## src/rtl/alu_stage_unit.sv

```systemverilog
// Execute-stage ALU: computes result/flag from regA/regB or the 9-bit immediate, registers write-back control.
// Latency 1 cycle, one op per cycle; no backpressure, enable_alu=0 stalls by holding all outputs.
module alu_stage_unit (
    input  logic        clk,
    input  logic        reset,
    input  logic        enable_alu,
    input  logic [15:0] regA,
    input  logic [15:0] regB,
    input  logic [3:0]  cop,
    input  logic [2:0]  destReg_addr,
    input  logic        we,
    input  logic [8:0]  inmediate,
    output logic [15:0] alu_result,
    output logic        OVF,
    output logic [2:0]  destReg_addr_output,
    output logic        we_output
);

    localparam logic [3:0] OP_MOVR = 4'b0000;
    localparam logic [3:0] OP_ADD  = 4'b0001;
    localparam logic [3:0] OP_SUB  = 4'b0010;
    localparam logic [3:0] OP_MOVI = 4'b0011;
    localparam logic [3:0] OP_AND  = 4'b0100;
    localparam logic [3:0] OP_OR   = 4'b0101;
    localparam logic [3:0] OP_XOR  = 4'b0110;
    localparam logic [3:0] OP_NOT  = 4'b0111;
    localparam logic [3:0] OP_SHL  = 4'b1000;
    localparam logic [3:0] OP_SHR  = 4'b1001;

    // Bit 16 of the widened add/sub is the unsigned carry-out / borrow.
    logic [16:0] sum_w;
    logic [16:0] diff_w;
    logic [15:0] imm_sext;
    logic [15:0] res_nxt;
    logic        flag_nxt;

    assign sum_w    = {1'b0, regA} + {1'b0, regB};
    assign diff_w   = {1'b0, regA} - {1'b0, regB};
    assign imm_sext = {{7{inmediate[8]}}, inmediate};

    always_comb begin
        res_nxt  = 16'h0000;
        flag_nxt = 1'b0;
        case (cop)
            OP_MOVR: res_nxt = regA;
            OP_ADD: begin
                res_nxt  = sum_w[15:0];
                flag_nxt = sum_w[16];
            end
            OP_SUB: begin
                res_nxt  = diff_w[15:0];
                flag_nxt = diff_w[16];
            end
            OP_MOVI: res_nxt = imm_sext;
            OP_AND:  res_nxt = regA & regB;
            OP_OR:   res_nxt = regA | regB;
            OP_XOR:  res_nxt = regA ^ regB;
            OP_NOT:  res_nxt = ~regA;
            OP_SHL:  res_nxt = regA << inmediate[3:0];
            OP_SHR:  res_nxt = regA >> inmediate[3:0];
            default: begin
                res_nxt  = 16'h0000;
                flag_nxt = 1'b0;
            end
        endcase
    end

    always_ff @(posedge clk or negedge reset) begin
        if (!reset) begin
            alu_result          <= 16'h0000;
            OVF                 <= 1'b0;
            destReg_addr_output <= 3'b000;
            we_output           <= 1'b0;
        end else if (enable_alu) begin
            alu_result          <= res_nxt;
            OVF                 <= flag_nxt;
            destReg_addr_output <= destReg_addr;
            we_output           <= we;
        end
    end

endmodule

```

## config.mk

```make
export PLATFORM = sky130hd
export DESIGN_NAME = alu_stage_unit
export DESIGN_NICKNAME = d
export VERILOG_FILES = /design/src/rtl/alu_stage_unit.sv
export SDC_FILE = /design/constraint.sdc
export NUM_CORES = 1
export LEC_CHECK = 0
export BUFFER_PORTS_ARGS = -buffer_cell sky130_fd_sc_hd__buf_2
export CORE_AREA = 2 2 133 70
export CTS_CLUSTER_DIAMETER = 120
export CTS_CLUSTER_SIZE = 25
export DETAILED_ROUTE_END_ITERATION = 7
export DIE_AREA = 0 0 135 72
export PLACE_DENSITY = 0.82
export SYNTH_ARGS = -nofsm -noshare
export SYNTH_HDL_FRONTEND = slang
export SYNTH_SLANG_ARGS = --single-unit
```

## constraint.sdc

```tcl
create_clock -name clk -period 1.8 [get_ports clk]
set_input_delay 0.27 -clock clk [delete_from_list [all_inputs] [get_ports clk]]
set_output_delay 0.27 -clock clk [all_outputs]
set_load 0.01 [all_outputs]
```

==> out/summary.md, run 1 <==
- status: aborted with a tool error
- failing step: global routing
- error msg: [ERROR GRT-0116] Global routing finished with congestion. Check the congestion regions in the DRC Viewer.
- vias in the first global route: 9,849
- most frequently used flop master after synthesis: dfrtp_1
- cell type with the largest total area after synthesis: ha_1
- yosys synthesis warning count: 0
- Sinks on Clock Net: 21
- pin count of the biggest net entering global routing: 40
- Num CTS Buffers: 3
- number of different library cells in the post-synthesis netlist: 71
- Placed Instances: 1,067
- total of flip-flops plus latches after synthesis: 21
- final weighted congestion of routability-driven global placement: 1.14
- # IOs: 73
- fraction of synthesized cell area taken by the top area cell type: 0.128
- chip width: 135 um
- largest cells by area after synthesis: ha_1 13%, dfrtp_1 11%, mux2i_1 7.8%, a21oi_1 6.1%, nor2_1 5.2%
- Synth top cells by count: 69 x nor2_1, 61 x a21oi_1, 57 x inv_1, 51 x ha_1, 48 x nand2_1
- clock tree root buffer cell: clkbuf_16
- Post-Syn Area: 0.00500 mm2
- chip height: 72 um
- H-tree depth reported by CTS: 1
- Async S/R FF share, synth: 1.00
- synthesized area per cell: 7.21 um2
- cell with the most instances after synthesis: nor2_1
- number of enable flip-flop cells after synthesis: 0
- count of buffers inserted at the top-level ports: 72
- leftover overflow at the end of global routing: 130
- sequential fraction of the synthesis area: 0.105
- global router's overall resource usage: 0.807
- Synthesized Nets: 799
- number of instances in the synthesized netlist: 694
- site row count: 24
- CTS Buffer Depth: 2
- initial cell density of the core: 0.586
- first-pass GRT wire length: 59,200 um
- HPWL after detailed placement: 19,700 um
==> stage by stage <==
stage                     utilization  instance area [um2]  setup WS, ns  hold slack, ns
after detailed placement        0.866                 7390        -0.825           0.251
after global placement          0.866                 7390        -0.648           0.251
after CTS                       0.969                 8270        -0.293           0.253
after floorplan                     -                 5320        -0.275         -0.0256
==> timing repair <==
item,4_1_cts
hold endpoints to repair,21
setup buffers,13
pin swaps,67
hold buffers,1
resized for setup,156
setup endpoints to repair,17
==> cells by family after synthesis <==
kind of cell	share of synthesized area
flops	0.105
fa+ha+maj	0.136
simple gates	0.187
compound gates	0.317
mux	0.130
buf+inv	0.0903
xor+xnor	0.0350
==> metal layers <==
metal / track usage / GRT overflow
met5: 0.217 / 0
met2: 0.970 / 66
met3: 0.670 / 0
met4: 0.878 / 64
met1: 0.791 / 0
==> inputs of run 2 (changes only) <==
==> config.mk (replaced) <==
export PLATFORM = sky130hd
export DESIGN_NAME = alu_stage_unit
export DESIGN_NICKNAME = d
export VERILOG_FILES = /design/src/rtl/alu_stage_unit.sv
export SDC_FILE = /design/constraint.sdc
export NUM_CORES = 1
export LEC_CHECK = 0
export BUFFER_PORTS_ARGS = -buffer_cell sky130_fd_sc_hd__buf_2
export CORE_AREA = 2 2 115 117
export DETAILED_ROUTE_END_ITERATION = 7
export DIE_AREA = 0 0 117 119
export PLACE_DENSITY_LB_ADDON = 0.15
export SYNTH_ARGS = -nofsm -noshare
export SYNTH_HDL_FRONTEND = slang
export SYNTH_SLANG_ARGS = --single-unit
==> out/summary.md, run 2 <==
- H-tree depth reported by CTS: 1, unchanged
- number of instances in the synthesized netlist: 694, unchanged
- fraction of synthesized cell area taken by the top area cell type: 0.128, unchanged
- cell type with the largest total area after synthesis: ha_1, unchanged
- cell with the most instances after synthesis: nor2_1, unchanged
- Final Hold Vio Count: 0
- vias in the first global route: 6,973
- number of nets still failing antenna checks after routing: 0
- total die area: 0.0139 mm2
- commonest cells after routing, fill and taps aside: 259 x buf_4, 59 x nor2_1, 56 x buf_2, 44 x nand2_1, 43 x a21oi_1
- count of buffers inserted at the top-level ports: 72, unchanged
- Worst-Margin Slew: 0.730 ns
- Worst setup EP type: register
- Num CTS Buffers: 3, unchanged
- Design Power: 3.74 mW
- number of different library cells in the post-synthesis netlist: 71, unchanged
- required time of the critical path: 1.95 ns
- Synth top cells by count: 69 x nor2_1, 61 x a21oi_1, 57 x inv_1, 51 x ha_1, 48 x nand2_1, unchanged
- Finish-stage setup viols: 15
- # IOs: 73, unchanged
- Total Routed Length: 25,800 um
- chip width: 117 um, was 135 um
- n_diodes: 0
- class of the worst hold path: in2reg
- total of flip-flops plus latches after synthesis: 21, unchanged
- count of placed standard cells in the final layout, fillers left out: 1,179
- site row count: 42, was 24
- sequential fraction of the synthesis area: 0.105, unchanged
- count of fill cells added during filler insertion: 1,060
- yosys synthesis warning count: 0, unchanged
- unrepaired setup endpoints after global routing: true
- number of enable flip-flop cells after synthesis: 0, unchanged
- Final WS setup: -0.272 ns
- chip height: 119 um, was 72 um
- Critical Path Max Stage Delay: 0.37 ns
- leakage component of the power: 4.06 nW
- arrival time reported for the critical path endpoint: 2.22 ns
- Worst Clk Skew: 0 ns
- remaining max-slew budget at the tightest pin: 0.513
- Placeable Area: 0.0129 mm2
- CTS tree: yes
- clk_lat worst skew: 0.26 ns
- global router's overall resource usage: 0.366
- pin count of the biggest net entering global routing: 40
- status: finished with violations, was aborted with a tool error
- average routed wire per standard cell: 21.9 um
- synthesized area per cell: 7.21 um2, unchanged
- Post-Syn Area: 0.00500 mm2, unchanged
- Placed Instances: 1,148, was 1,067
- drt drc: 0
- ratio of routed vias to standard cells: 5.86
- max-slew violation total from the final report: 0
- CTS Buffer Depth: 2, unchanged
- achievable frequency: 0.483 GHz
- Worst setup SP type: input pin
- Synthesized Nets: 799, unchanged
- largest cells by area after synthesis: ha_1 13%, dfrtp_1 11%, mux2i_1 7.8%, a21oi_1 6.1%, nor2_1 5.2%, unchanged
- final-stage net count: 1,109
- clock transition time at the flip-flop clock pins of the worst setup and hold paths: 0.07 ns
- leftover overflow at the end of global routing: 0
- WS Path Type: in2reg
- final total negative setup slack: -2.41 ns
- final weighted congestion of routability-driven global placement: 1.04, was 1.14
- fin area: 0.00894 mm2
- Largest regs: alu_result: 16 flops, destReg_addr_output: 3 flops
- number of flip-flops in the largest register: 16
- maximum net fanout on the critical path: 3
- Post-Place Cell Area: 0.00760 mm2, was 0.00739 mm2
- Max rail drop VDD: 0.000321 V
- Final Cycle Share: 1.15
- clock tree root buffer cell: clkbuf_16, unchanged
- Iteration-0 DRC Markers: 687
- Sinks on Clock Net: 21, unchanged
- initial cell density of the core: 0.388, was 0.586
- register containing the most flip-flops in the final layout: alu_result
- failing checks: setup timing
- most common cell after layout, fill and taps aside: buf_4
- CP cell instances: buf_12, ha_4, fa_2, a21oi_4, buf_6, o21bai_1, xnor2_1, o22ai_1, a221oi_2, o311ai_2, a22o_1
- PwrDens: 418 mW/mm2
- multi-input combinational cell area: 0.00503 mm2
- number of vias in the routed layout: 6,908
- synth-to-layout area growth: 78.8%
- register cell area after layout: 526 um2
- post-layout min period: 2.07 ns
- Slowest-stage cell, CP: fa_2
- antenna violations before repair: 0
- Async S/R FF share, synth: 1.00, unchanged
- share of cells above drive strength 1: 0.547
- HPWL after detailed placement: 20,600 um, was 19,700 um
- first-pass GRT wire length: 38,800 um
- Pre-antenna DRT Iters: 5
- most frequently used flop master after synthesis: dfrtp_1, unchanged
- number of maximum-capacitance constraint violations: 0
[run 2: cell counts after synthesis]
Identical to the previous run, type by type.
[run 2: critical path, delay by kind of cell]
family | cells | cell delay [ns]
AO/OA/AOI/OAI | 6 | 0.96
XOR/XNOR | 1 | 0.22
adder cells (fa/ha/maj) | 2 | 0.53
buffers and inverters | 2 | 0.23
[run 2: per-stage QoR]
step	hold slack, ns	util	setup slack [ns]
6_report	0.247	0.695	-0.272
2_1_floorplan	-0.0256	-	-0.275
4_1_cts	0.246	0.667	-0.297
5_1_grt	0.244	0.695	-0.332
3_5_place_dp	0.276	0.591	-0.957
3_3_place_gp	0.265	0.591	-0.905
[run 2: worst paths after layout]
check / depth (start not counted) / slack (ns) / startpoint / endpoint
worst max-delay path: 11 / -0.27 / regA[0] / alu_result[4]$_DFFE_PN0P_
worst min-delay path: 2 / 0.25 / destReg_addr[1] / destReg_addr_output[1]$_DFFE_PN0P_
worst max register to register: 2 / 0.93 / OVF$_DFFE_PN0P_ / OVF$_DFFE_PN0P_
worst min register to register: 1 / 0.49 / alu_result[2]$_DFFE_PN0P_ / alu_result[2]$_DFFE_PN0P_
max in group asynchronous: 2 / 0.89 / reset / alu_result[7]$_DFFE_PN0P_
min in group asynchronous: 2 / 0.54 / reset / alu_result[10]$_DFFE_PN0P_
[run 2: cell type report]
| class | count | share of cell area |
|---|---|---|
| timing repair buffer | 358 | 0.316 |
| sequential | 21 | 0.0588 |
| clock buffer | 4 | 0.00881 |
| multi-input combinational | 562 | 0.562 |
| tap | 176 | 0.0246 |
| inverter | 58 | 0.0299 |
[run 2: kinds of logic (layout without fill, tap and decap cells)]
| group | Yosys count | count (layout) | share of synthesized area |
|---|---|---|---|
| adder cells (fa/ha/maj) | 53 | 53 | 0.136 |
| XOR/XNOR | 20 | 20 | 0.0350 |
| multiplexers | 56 | 56 | 0.130 |
| buffers and inverters | 111 | 420 | 0.0903 |
| flip-flops | 21 | 21 | 0.105 |
| AND/OR/NAND/NOR | 198 | 198 | 0.187 |
| AO/OA/AOI/OAI | 235 | 235 | 0.317 |
[run 2: power breakdown]
| part | total (mW) | switching [mW] | internal (mW) |
|---|---|---|---|
| logic | 2.69 | 1.39 | 1.30 |
| clock network | 0.490 | 0.187 | 0.302 |
| registers | 0.561 | 0.0366 | 0.524 |
[run 2: timing repair]
item                                    4_1_cts  5_1_grt
endpoints found under the hold margin        10        0
cloned                                        1        0
endpoints found under the setup margin       17       17
buffers inserted                             17       12
resized for setup                           169       71
pin swaps                                    60       45
hold buffers                                  1        0
[run 2: layer usage]
layer  part of all wire  global-route usage  vias up
li1                   -                   -     3180
met1               0.41               0.500     3316
met2               0.47               0.585      343
met3              0.083              0.0494       69
met4              0.035               0.126        0
met5                  0              0.0275        -
Note: power is estimated with default switching activity, not from simulation.
